## src/rtl/imem_pkg.sv

```systemverilog
// Shared types and constants for the loadable instruction memory.
package imem_pkg;

    typedef enum logic [1:0] {
        ST_EMPTY   = 2'd0,
        ST_LOADING = 2'd1,
        ST_READY   = 2'd2
    } imem_state_e;

    localparam logic [31:0] NOP_INSTR = 32'h0;
    localparam int          BYTE_W    = 8;

    // Storage returns byte a in [31:24]; little-endian instances reverse the lanes.
    function automatic logic [31:0] order_bytes(input logic [31:0] be_word, input bit big_endian);
        return big_endian ? be_word
                          : {be_word[7:0], be_word[15:8], be_word[23:16], be_word[31:24]};
    endfunction

endpackage

```

## src/rtl/instr_memory_loadable_if.sv

```systemverilog
// Load stream, fetch request/response and status signals of the instruction memory.
interface instr_memory_loadable_if #(parameter int ADDR_W = 6);
    import imem_pkg::*;

    // Handshakes: a load byte transfers on a cycle with load_valid && load_ready, a fetch
    // on a cycle with fetch_req && fetch_ready; rsp_valid pulses one cycle after each fetch.
    logic              load_start;
    logic              load_valid;
    logic [BYTE_W-1:0] load_data;
    logic              load_last;
    logic              load_ready;
    logic              fetch_req;
    logic [ADDR_W-1:0] fetch_addr;
    logic              fetch_ready;
    logic              rsp_valid;
    logic [31:0]       rsp_instr;
    logic              rsp_fault;
    logic [ADDR_W:0]   prog_len;
    logic              mem_ready;
    imem_state_e       state;

    modport master (
        output load_start, load_valid, load_data, load_last, fetch_req, fetch_addr,
        input  load_ready, fetch_ready, rsp_valid, rsp_instr, rsp_fault, prog_len,
               mem_ready, state
    );

    modport slave (
        input  load_start, load_valid, load_data, load_last, fetch_req, fetch_addr,
        output load_ready, fetch_ready, rsp_valid, rsp_instr, rsp_fault, prog_len,
               mem_ready, state
    );

endinterface

```

## src/rtl/imem_byte_array.sv

```systemverilog
// Byte-wide program storage: one write port, one registered 4-byte read port.
module imem_byte_array
    import imem_pkg::*;
#(
    parameter int DEPTH_BYTES = 64,
    parameter int ADDR_W      = 6
) (
    input  logic              clk,
    input  logic              rst_n,
    input  logic              we,
    input  logic [ADDR_W-1:0] waddr,
    input  logic [BYTE_W-1:0] wdata,
    input  logic              re,
    input  logic [ADDR_W-1:0] raddr,
    output logic [31:0]       rdata
);

    logic [BYTE_W-1:0] mem [DEPTH_BYTES];

    // Contents are deliberately not reset so a program survives a reset or reload.
    always_ff @(posedge clk) begin
        if (we) begin
            mem[waddr] <= wdata;
        end
    end

    // Callers only read words that lie fully inside the loaded image.
    always_ff @(posedge clk or negedge rst_n) begin
        if (!rst_n) begin
            rdata <= '0;
        end else if (re) begin
            rdata <= {mem[raddr],
                      mem[raddr + ADDR_W'(1)],
                      mem[raddr + ADDR_W'(2)],
                      mem[raddr + ADDR_W'(3)]};
        end
    end

endmodule

```

## src/rtl/instr_memory_loadable.sv

```systemverilog
// Instruction memory loaded by a byte stream, fetched as aligned 32-bit words.
module instr_memory_loadable
    import imem_pkg::*;
#(
    parameter int DEPTH_WORDS = 16,
    parameter int BIG_ENDIAN  = 1
) (
    input logic                      clk,
    input logic                      rst_n,
    instr_memory_loadable_if.slave   bus
);

    localparam int DEPTH_BYTES = 4 * DEPTH_WORDS;
    localparam int ADDR_W      = $clog2(DEPTH_BYTES);
    localparam logic [ADDR_W:0] DEPTH_LEN  = (ADDR_W + 1)'(DEPTH_BYTES);
    localparam logic [ADDR_W:0] WORD_BYTES = (ADDR_W + 1)'(4);

    imem_state_e     state, state_nxt;
    logic [ADDR_W:0] ptr, ptr_nxt;
    logic [ADDR_W:0] len_q, len_nxt;
    logic            load_ready_int;
    logic            load_acc;
    logic            fetch_ready_int;
    logic            fetch_acc;
    logic            fetch_fault;
    logic            rsp_valid_q;
    logic            fault_q;
    logic [31:0]     rdata;

    assign load_ready_int  = (state == ST_LOADING) && (ptr < DEPTH_LEN);
    assign load_acc        = bus.load_valid && load_ready_int;
    assign fetch_ready_int = (state == ST_READY) && !bus.load_start;
    assign fetch_acc       = bus.fetch_req && fetch_ready_int;

    // Extra bit on the range check keeps addr+4 from wrapping near the top of memory.
    assign fetch_fault = (bus.fetch_addr[1:0] != 2'b00) ||
                         (({1'b0, bus.fetch_addr} + WORD_BYTES) > len_q);

    always_comb begin
        state_nxt = state;
        ptr_nxt   = ptr;
        len_nxt   = len_q;
        case (state)
            ST_LOADING: begin
                if (load_acc) begin
                    ptr_nxt = ptr + 1'b1;
                    if (bus.load_last || (ptr_nxt == DEPTH_LEN)) begin
                        state_nxt = ST_READY;
                        len_nxt   = ptr_nxt;
                    end
                end
            end
            default: ;
        endcase
        // A new load overrides whatever else happens this cycle.
        if (bus.load_start) begin
            state_nxt = ST_LOADING;
            ptr_nxt   = '0;
            len_nxt   = '0;
        end
    end

    always_ff @(posedge clk or negedge rst_n) begin
        if (!rst_n) begin
            state <= ST_EMPTY;
            ptr   <= '0;
            len_q <= '0;
        end else begin
            state <= state_nxt;
            ptr   <= ptr_nxt;
            len_q <= len_nxt;
        end
    end

    always_ff @(posedge clk or negedge rst_n) begin
        if (!rst_n) begin
            rsp_valid_q <= 1'b0;
            fault_q     <= 1'b0;
        end else begin
            rsp_valid_q <= fetch_acc;
            if (fetch_acc) begin
                fault_q <= fetch_fault;
            end
        end
    end

    imem_byte_array #(
        .DEPTH_BYTES (DEPTH_BYTES),
        .ADDR_W      (ADDR_W)
    ) u_array (
        .clk   (clk),
        .rst_n (rst_n),
        .we    (load_acc),
        .waddr (ptr[ADDR_W-1:0]),
        .wdata (bus.load_data),
        .re    (fetch_acc && !fetch_fault),
        .raddr (bus.fetch_addr),
        .rdata (rdata)
    );

    assign bus.load_ready  = load_ready_int;
    assign bus.fetch_ready = fetch_ready_int;
    assign bus.rsp_valid   = rsp_valid_q;
    assign bus.rsp_instr   = fault_q ? NOP_INSTR : order_bytes(rdata, BIG_ENDIAN != 0);
    assign bus.rsp_fault   = fault_q;
    assign bus.prog_len    = len_q;
    assign bus.mem_ready   = (state == ST_READY);
    assign bus.state       = state;

endmodule

```

## src/flat_wrapper.sv

```systemverilog
// flat-port wrapper written by rule: the top's interface ports become plain ports
module instr_memory_loadable_flat import imem_pkg::*;
#(
    parameter int DEPTH_WORDS = 16,
    parameter int BIG_ENDIAN  = 1
)
  (clk, rst_n, bus_load_start, bus_load_valid, bus_load_data, bus_load_last, bus_fetch_req, bus_fetch_addr, bus_load_ready, bus_fetch_ready, bus_rsp_valid, bus_rsp_instr, bus_rsp_fault, bus_prog_len, bus_mem_ready, bus_state);
  instr_memory_loadable_if #(.ADDR_W((6))) bus_i ();
  input logic clk;
  input logic rst_n;
  input wire logic [$bits(bus_i.load_start)-1:0] bus_load_start;
  input wire logic [$bits(bus_i.load_valid)-1:0] bus_load_valid;
  input wire logic [$bits(bus_i.load_data)-1:0] bus_load_data;
  input wire logic [$bits(bus_i.load_last)-1:0] bus_load_last;
  input wire logic [$bits(bus_i.fetch_req)-1:0] bus_fetch_req;
  input wire logic [$bits(bus_i.fetch_addr)-1:0] bus_fetch_addr;
  output wire logic [$bits(bus_i.load_ready)-1:0] bus_load_ready;
  output wire logic [$bits(bus_i.fetch_ready)-1:0] bus_fetch_ready;
  output wire logic [$bits(bus_i.rsp_valid)-1:0] bus_rsp_valid;
  output wire logic [$bits(bus_i.rsp_instr)-1:0] bus_rsp_instr;
  output wire logic [$bits(bus_i.rsp_fault)-1:0] bus_rsp_fault;
  output wire logic [$bits(bus_i.prog_len)-1:0] bus_prog_len;
  output wire logic [$bits(bus_i.mem_ready)-1:0] bus_mem_ready;
  output wire logic [$bits(bus_i.state)-1:0] bus_state;
  assign bus_i.load_start = bus_load_start;
  assign bus_i.load_valid = bus_load_valid;
  assign bus_i.load_data = bus_load_data;
  assign bus_i.load_last = bus_load_last;
  assign bus_i.fetch_req = bus_fetch_req;
  assign bus_i.fetch_addr = bus_fetch_addr;
  assign bus_load_ready = bus_i.load_ready;
  assign bus_fetch_ready = bus_i.fetch_ready;
  assign bus_rsp_valid = bus_i.rsp_valid;
  assign bus_rsp_instr = bus_i.rsp_instr;
  assign bus_rsp_fault = bus_i.rsp_fault;
  assign bus_prog_len = bus_i.prog_len;
  assign bus_mem_ready = bus_i.mem_ready;
  assign bus_state = bus_i.state;
  instr_memory_loadable #(.DEPTH_WORDS(DEPTH_WORDS), .BIG_ENDIAN(BIG_ENDIAN)) u_core (.clk(clk), .rst_n(rst_n), .bus(bus_i));
endmodule
```

## config.mk

```make
export PLATFORM = sky130hd
export DESIGN_NAME = instr_memory_loadable_flat
export DESIGN_NICKNAME = d
export VERILOG_FILES = /design/src/rtl/imem_pkg.sv /design/src/rtl/instr_memory_loadable_if.sv /design/src/rtl/imem_byte_array.sv /design/src/rtl/instr_memory_loadable.sv /design/src/flat_wrapper.sv
export SDC_FILE = /design/constraint.sdc
export NUM_CORES = 1
export LEC_CHECK = 0
export BUFFER_PORTS_ARGS = -buffer_cell sky130_fd_sc_hd__buf_2
export CORE_MARGIN = 2
export CORE_UTILIZATION = 30
export CTS_BUF_LIST = sky130_fd_sc_hd__clkbuf_4 sky130_fd_sc_hd__clkbuf_8
export DETAILED_ROUTE_END_ITERATION = 8
export PLACE_DENSITY = 0.41
export SKIP_LAST_GASP = 1
export SYNTH_ARGS = -nofsm -noshare
export SYNTH_HDL_FRONTEND = slang
export SYNTH_SLANG_ARGS = --single-unit
```

## constraint.sdc

```tcl
create_clock -name clk -period 2.9 [get_ports clk]
set_input_delay 0.29 -clock clk [delete_from_list [all_inputs] [get_ports clk]]
set_output_delay 0.29 -clock clk [all_outputs]
set_load 0.01 [all_outputs]
```

==> metrics.txt, run 1 <==
TritonCTS clock tree done; die width 344.2 um; Setup Skew just over 0.03 ns; area grow syn2layout 20.16%; DRT Pass-1 Iters 6; cell area after synthesis 34730 um^2; Die Area 118500 um^2; vias in the first global route 24814; drc violations 0; IO Pins 66; dpl hpwl 105400 um; GR met1 Demand/Resource 36.94%; maximum buffer depth of the clock tree 3; grt ovf 0; initial antenna violation count 4; peak supply drop 281.8 uV; Pins Over Slew Limit 0; RSZ-0062 raised after global routing false; met3 GRT Util 6.162%; DP Cell Count 4024; Synth Net Count 2304; Core Box Area roughly 110000 um^2; met2 Use GR 36.42%; pwr/cell area 525.0 nW/um^2; Initial Utilization between 30% and 40%; Hold-fix buffers, CTS 7; clock slew at reported path FFs 0.06 ns; gr usage total approximately a quarter; syn_area_per_cell 15.30 um^2; Synth Flop Type edfxtp_1; Num Clock Sinks ~560; die height 344.2 um; Hold Crit Class in -> reg; CTS Buf Count 105; synth top area cells edfxtp_1 (44%), mux4_2 (27%), mux2i_1 (5.3%), dfrtp_1 (3.6%), nand2_1 (1.8%); Setup CP Type in -> reg; count of state elements after synthesis 562; clk_lat worst skew 0.78 ns; CP Max Fanout 8; Critical Path AT 3.27 ns; Rel. slew slack 16.36%; top post-synthesis cells by count edfxtp_1 (512), mux4_2 (415), mux2i_1 (183), nand2_1 (168), nor2_1 (109); largest net degree at the start of global routing 65; sequential element share of the synthesized area ~48%; Setup violations, final 0; vias 25632; maxcap violations 0; FILL cells about 11000; antenna-violating nets left 0; port bufs 65; setup bufs post-CTS 0; Nets 2660; share of flip-flops with an asynchronous set or reset 8.897%; vias per inst roughly 6; Wirelength per Cell about 36 um; Final GP Congestion 0.9440; CTS root buf clkbuf_8; Synth top area share around 44%; Util after Layout 36.45%; H-tree depth 3; crit end category register; status completed; Post-synth EDFFs just over 500; top-count cell post-synth edfxtp_1; Cell Rows 124; Ys Warns 0; first-pass GRT wire length 205900 um; initial DRC count 3186; Yosys cell types 70; Tcrit/Tclk final approximately nine tenths; P_leak 14.62 nW; DRT Wirelength between 150000 and 200000 um; fraction of final layout cells sized beyond drive strength 1 slightly above 40%; crit start category input port; Post-CTS Resized 0; Non-Filler Instances 4226; actual slew at the worst max-slew pin 1.255 ns; CP required 3.53 ns; fmax 378.6 MHz; largest area contributor in the netlist edfxtp_1; Most Crowded Layer GR met1; crit path time final approximately 2.6 ns; Post-Synthesis Cells 2270; final hold vios 0
==> power by group <==
group          internal, W  switching, W
combinational      0.00188       0.00251
sequential         0.00890     0.0000987
clock              0.00482       0.00370
total               0.0156       0.00631
==> sequential cells by signal, indices dropped and copies added, names as in the netlist <==
register              count
u_core.ptr                7
u_core.bus.state          2
u_core.bus.rsp_fault      1
u_core.u_array.mem      512
u_core.u_array.rdata     32
u_core.bus.rsp_valid      1
u_core.bus.prog_len       7
==> worst max-delay path, stage by stage <==
cell and delay [ns]:
buf_4 0.14, ha_1 0.21, a21boi_1 0.65, nor3_2 0.15, buf_12 0.19, a22o_1 0.21, buf_4 0.16, a221oi_1 0.24
o22ai_1 0.16, buf_4 0.19, nor3_1 0.54, o21ai_1 0.11
==> kinds of logic after synthesis <==
kind of cell,Yosys count,share of synthesized area [%]
muxes,656,34.07
DFF,562,47.87
buffers and inverters,218,3.913
adders and majority gates,14,0.5044
and+or+nand+nor,447,5.887
AOI/OAI and AO/OA,347,6.979
xor gates and xnor gates,26,0.7746
==> metrics by stage <==
stage	power, W	hold WS [ns]	area [um^2]	worst slack, ns	TNS [ns]
after CTS	0.02208	0.006877	41730	0.2998	0
after global routing	0.02259	0.06508	41730	0.2165	0
after floorplan	0.01141	-0.005591	34810	0.006349	0
after global placement	0.01347	0.4651	39410	-0.2979	-1.600
after detailed placement	0.01348	0.4761	39410	-0.3578	-1.573
final	0.02191	0.08861	41730	0.2585	0
==> placed cells by master, fill, tap and decap left out, types with 57 or more instances in the layout <==
master	count
edfxtp_1	512
mux4_2	415
buf_4	325
mux2i_1	183
nand2_1	168
clkbuf_8	108
nor2_1	107
a21oi_1	68
buf_2	61
buf_12	57
==> final cells by class <==
class / instances / area, um^2 / share of cell area (%)
timing repair buffer: 453 / 3996 / 9.577
clock buffer: 139 / 1713 / 4.105
sequential: 562 / 16630 / 39.84
inverter: 14 / 53.80 / 0.1289
antenna: 1 / 2.502 / 0.005997
multi-input combinational: 1490 / 16910 / 40.52
tap: 1512 / 1892 / 4.533
clock inverter: 55 / 536.8 / 1.286
==> path summary, 6_finish.rpt <==
path	cells after the start	slack (ns)	end	start
worst max-delay path	12	0.26	u_core.u_array.rdata[18]	bus_fetch_addr[3]
worst min-delay path	2	0.09	u_core.u_array.mem[6][7]	bus_load_data[7]
worst max register to register	7	0.27	u_core.u_array.rdata[0]	u_core.u_array.mem[54][0]
worst min register to register	2	0.48	u_core.u_array.rdata[23]	u_core.u_array.rdata[23]
max in group asynchronous	3	1.83	u_core.u_array.rdata[5]	rst_n
min in group asynchronous	2	0.23	u_core.ptr[2]	rst_n
==> per-layer routing <==
| metal | wire length [um] | part of all wire (%) |
|---|---|---|
| met3 | 14500 | 9.6 |
| met4 | 5125 | 3.4 |
| met5 | 20 | 0.013 |
| met2 | 64320 | 43 |
| met1 | 66270 | 44 |
No activity file was read; power rests on OpenSTA's default activity.
==> run 2, diff against run 1 <==
- CORE_MARGIN: 2 -> 3
- PLACE_DENSITY: 0.41 -> 0.46
==> run 2 against run 1 <==
  * Combinational power is 4% lower
  * Worst setup slack worse by 0.17 ns
  * Worst hold slack lost 0.024 ns
  * Critical path depth unchanged
  * Non-clock buffer count fell by 27
  * Clock power is 6.7% lower
  * Die area up 1.2%
==> metrics.txt, run 2 (synthesized netlist as in run 1, its figures left out) <==
status completed; Setup violations, final 0 (unchanged); CTS root buf clkbuf_8; Top delay family on crit path simple AND/OR/NAND/NOR gates; worst-case hold slack 0.06454 ns (-0.02406 ns); FILL cells 10840 (-0.037%); H-tree depth 3 (unchanged); peak supply drop 287.2 uV (+1.9%); final hold vios 0 (unchanged); crit path cell chain buf_6, buf_12, ha_1, and3b_1, buf_4, nor3_2, buf_4, a22o_1, a221oi_1, o22ai_1, nor3_1, o21ai_1; Final GP Congestion 0.9349 (-0.96%); crit end category register; most frequent cells in the layout edfxtp_1 (512), mux4_2 (415), buf_4 (310); die width 346.2 um (+0.58%); Pins Over Slew Limit 0 (unchanged); dpl hpwl 104300 um (-1.0%); actual slew at the worst max-slew pin 1.204 ns (-0.05091 ns); CP dominant cell by count buf_4; largest net degree at the start of global routing 65 (unchanged); Critical Path AT 3.42 ns (+0.15 ns); die height 346.2 um (+0.58%); gr usage total 23.89% (-1.4 points); largest registers u_core.u_array.mem: 512 flops, u_core.u_array.rdata: 32 flops; fmax 355.7 MHz (-6.0%); WL met2 64680 um (+0.56%); grt ovf 0 (unchanged); Setup CP Type in -> reg; fin area 41240 um^2 (-1.2%); crit path time final 2.811 ns (+0.1696 ns); Core Box Area 114700 um^2 (+0.14%); port bufs 65 (unchanged); P_leak 14.37 nW (-1.7%); clk_lat worst skew 0.79 ns (about the same); Nets 2629 (-1.2%); Hold Crit Class in -> reg; maximum buffer depth of the clock tree 3 (unchanged); Reg2Reg Depth 9 (+2); met3 wire len 15350 um (+5.9%); vias per inst 6.102 (+0.61%); Rel. slew slack 19.75% (+3.4 points); vias in the first global route 24965 (+0.61%); flop2flop setup slack 0.18 ns (-0.09 ns); CP Max Fanout 9 (+1); placed instance area 39080 um^2 (-0.84%); RSZ-0062 raised after global routing false; hold path start bus_load_data[0]; Buf/Inv on CP 4 (unchanged); Setup Skew 0.06569 ns (+0.03457 ns); r2r endpoint u_core.u_array.rdata[5]; Top Metal Used met5; Critical R2R Launch u_core.bus.prog_len[1]; initial DRC count 3765 (+18%); initial antenna violation count 12 (+8); crit path max-delay cell type nor3_1; DRT Pass-1 Iters 6 (unchanged); DP Cell Count 3998 (-0.65%); M1 WL 60000 um (-9.5%); crit start category input port; antenna-violating nets left 0 (unchanged); Wirelength per Cell 34.71 um (-2.4%); CP peak stage delay 0.65 ns (about the same); largest reg by FF count u_core.u_array.mem; Die Area 119900 um^2 (+1.2%); commonest non-fill, non-tap cell in the layout edfxtp_1; Num Clock Sinks 562 (unchanged); Initial Utilization 30.29% (-0.041 points); IO Pins 66 (unchanged); Tcrit/Tclk final 96.93% (+5.8 points); Cell Rows 124 (unchanged); max reg flops 512 (unchanged); pwr/cell area 512.7 nW/um^2 (-2.3%); drc violations 0 (unchanged); Non-Filler Instances 4194 (-0.76%); Util after Layout 35.97% (-0.47 points); vias 25593 (-0.15%); fraction of final layout cells sized beyond drive strength 1 40.10% (-0.88 points); DRT Wirelength 145600 um (-3.1%); clock slew at reported path FFs 0.06 ns (about the same); setup bufs post-CTS 0 (unchanged); first-pass GRT wire length 202700 um (-1.6%); area grow syn2layout 18.76%; TritonCTS clock tree done; Worst Hold Depth 1 (-1); maxcap violations 0 (unchanged); CTS Buf Count 101 (-3.8%); Hold Crit Endpoint u_core.u_array.mem[54][0]; CP required 3.51 ns (-0.02 ns)
run 2: changes by cell type in the layout (fill, tap and decap cells not counted), moves of 2 or more:
cell / before / now
buf_4: 325 / 310
clkinvlp_4: 4 / 2
clkinv_1: 20 / 25
clkinv_2: 22 / 18
diode_2: 1 / 4
buf_12: 57 / 46
bufinv_16: 11 / 7
clkbuf_4: 32 / 28
run 2: layout make-up:
class	instances	area, um^2	share of cell area, %
Multi-Input combinational cell	1490	16920	41.02
Sequential cell	562	16630	40.31
Timing Repair Buffer	426	3654	8.858
Tap cell	1512	1892	4.587
Clock buffer	134	1669	4.047
Clock inverter	52	420.4	1.019
Inverter	14	53.80	0.1304
Antenna cell	4	10.01	0.02427
run 2: worst register-to-register path: cells and delay by family, from the launching register on:
| kind | cells | cell delay (ns) |
|---|---|---|
| flops | 1 | 0.42 |
| simple gates | 3 | 0.71 |
| buf+inv | 1 | 0.07 |
| compound gates | 4 | 1.06 |
| fa+ha+maj | 1 | 0.30 |
run 2: power breakdown:
group | internal, W | leakage (nW) | switching, W
clock | 0.00437 | 1.10 | 0.00358
sequential | 0.00890 | 5.28 | 0.000107
combinational | 0.00175 | 7.98 | 0.00245
run 2: per-layer routing:
layer / vias to the layer above / global-route usage [%]
met2: 1636 / 36.03
met4: 4 / 8.586
met5: - / 0
met1: 13562 / 33.48
li1: 10146 / -
met3: 245 / 5.899
run 2: worst max path at each step:
stage	from	end	slack (ns)	depth (start not counted)
after global placement	bus_fetch_addr[1]	u_core.u_array.rdata[16]	-0.88	11
after global routing	u_core.ptr[6]	u_core.u_array.mem[35][5]	0.1	6
after CTS	bus_fetch_addr[1]	u_core.u_array.rdata[16]	0.02	11
after floorplan	bus_fetch_addr[1]	u_core.u_array.rdata[0]	0.006	14
final	bus_fetch_addr[1]	u_core.u_array.rdata[17]	0.09	12
after detailed placement	bus_fetch_addr[1]	u_core.u_array.rdata[16]	-0.87	11
run 2: metrics by stage:
step                      TNS [ns]  total power [W]  worst slack, ns
final                            0          0.02115          0.08892
after CTS                        0          0.02129          0.02350
after detailed placement    -4.969          0.01328          -0.8697
after global placement      -4.858          0.01327          -0.8796
after global routing             0          0.02184          0.09907
after floorplan                  0          0.01141         0.006349
run 2: what timing repair did:
action | in CTS | in global routing
endpoints found under the setup margin | 0 | 1
hold buffers | 6 | 0
hold endpoints to repair | 74 | 0
gates resized for setup | 0 | 2
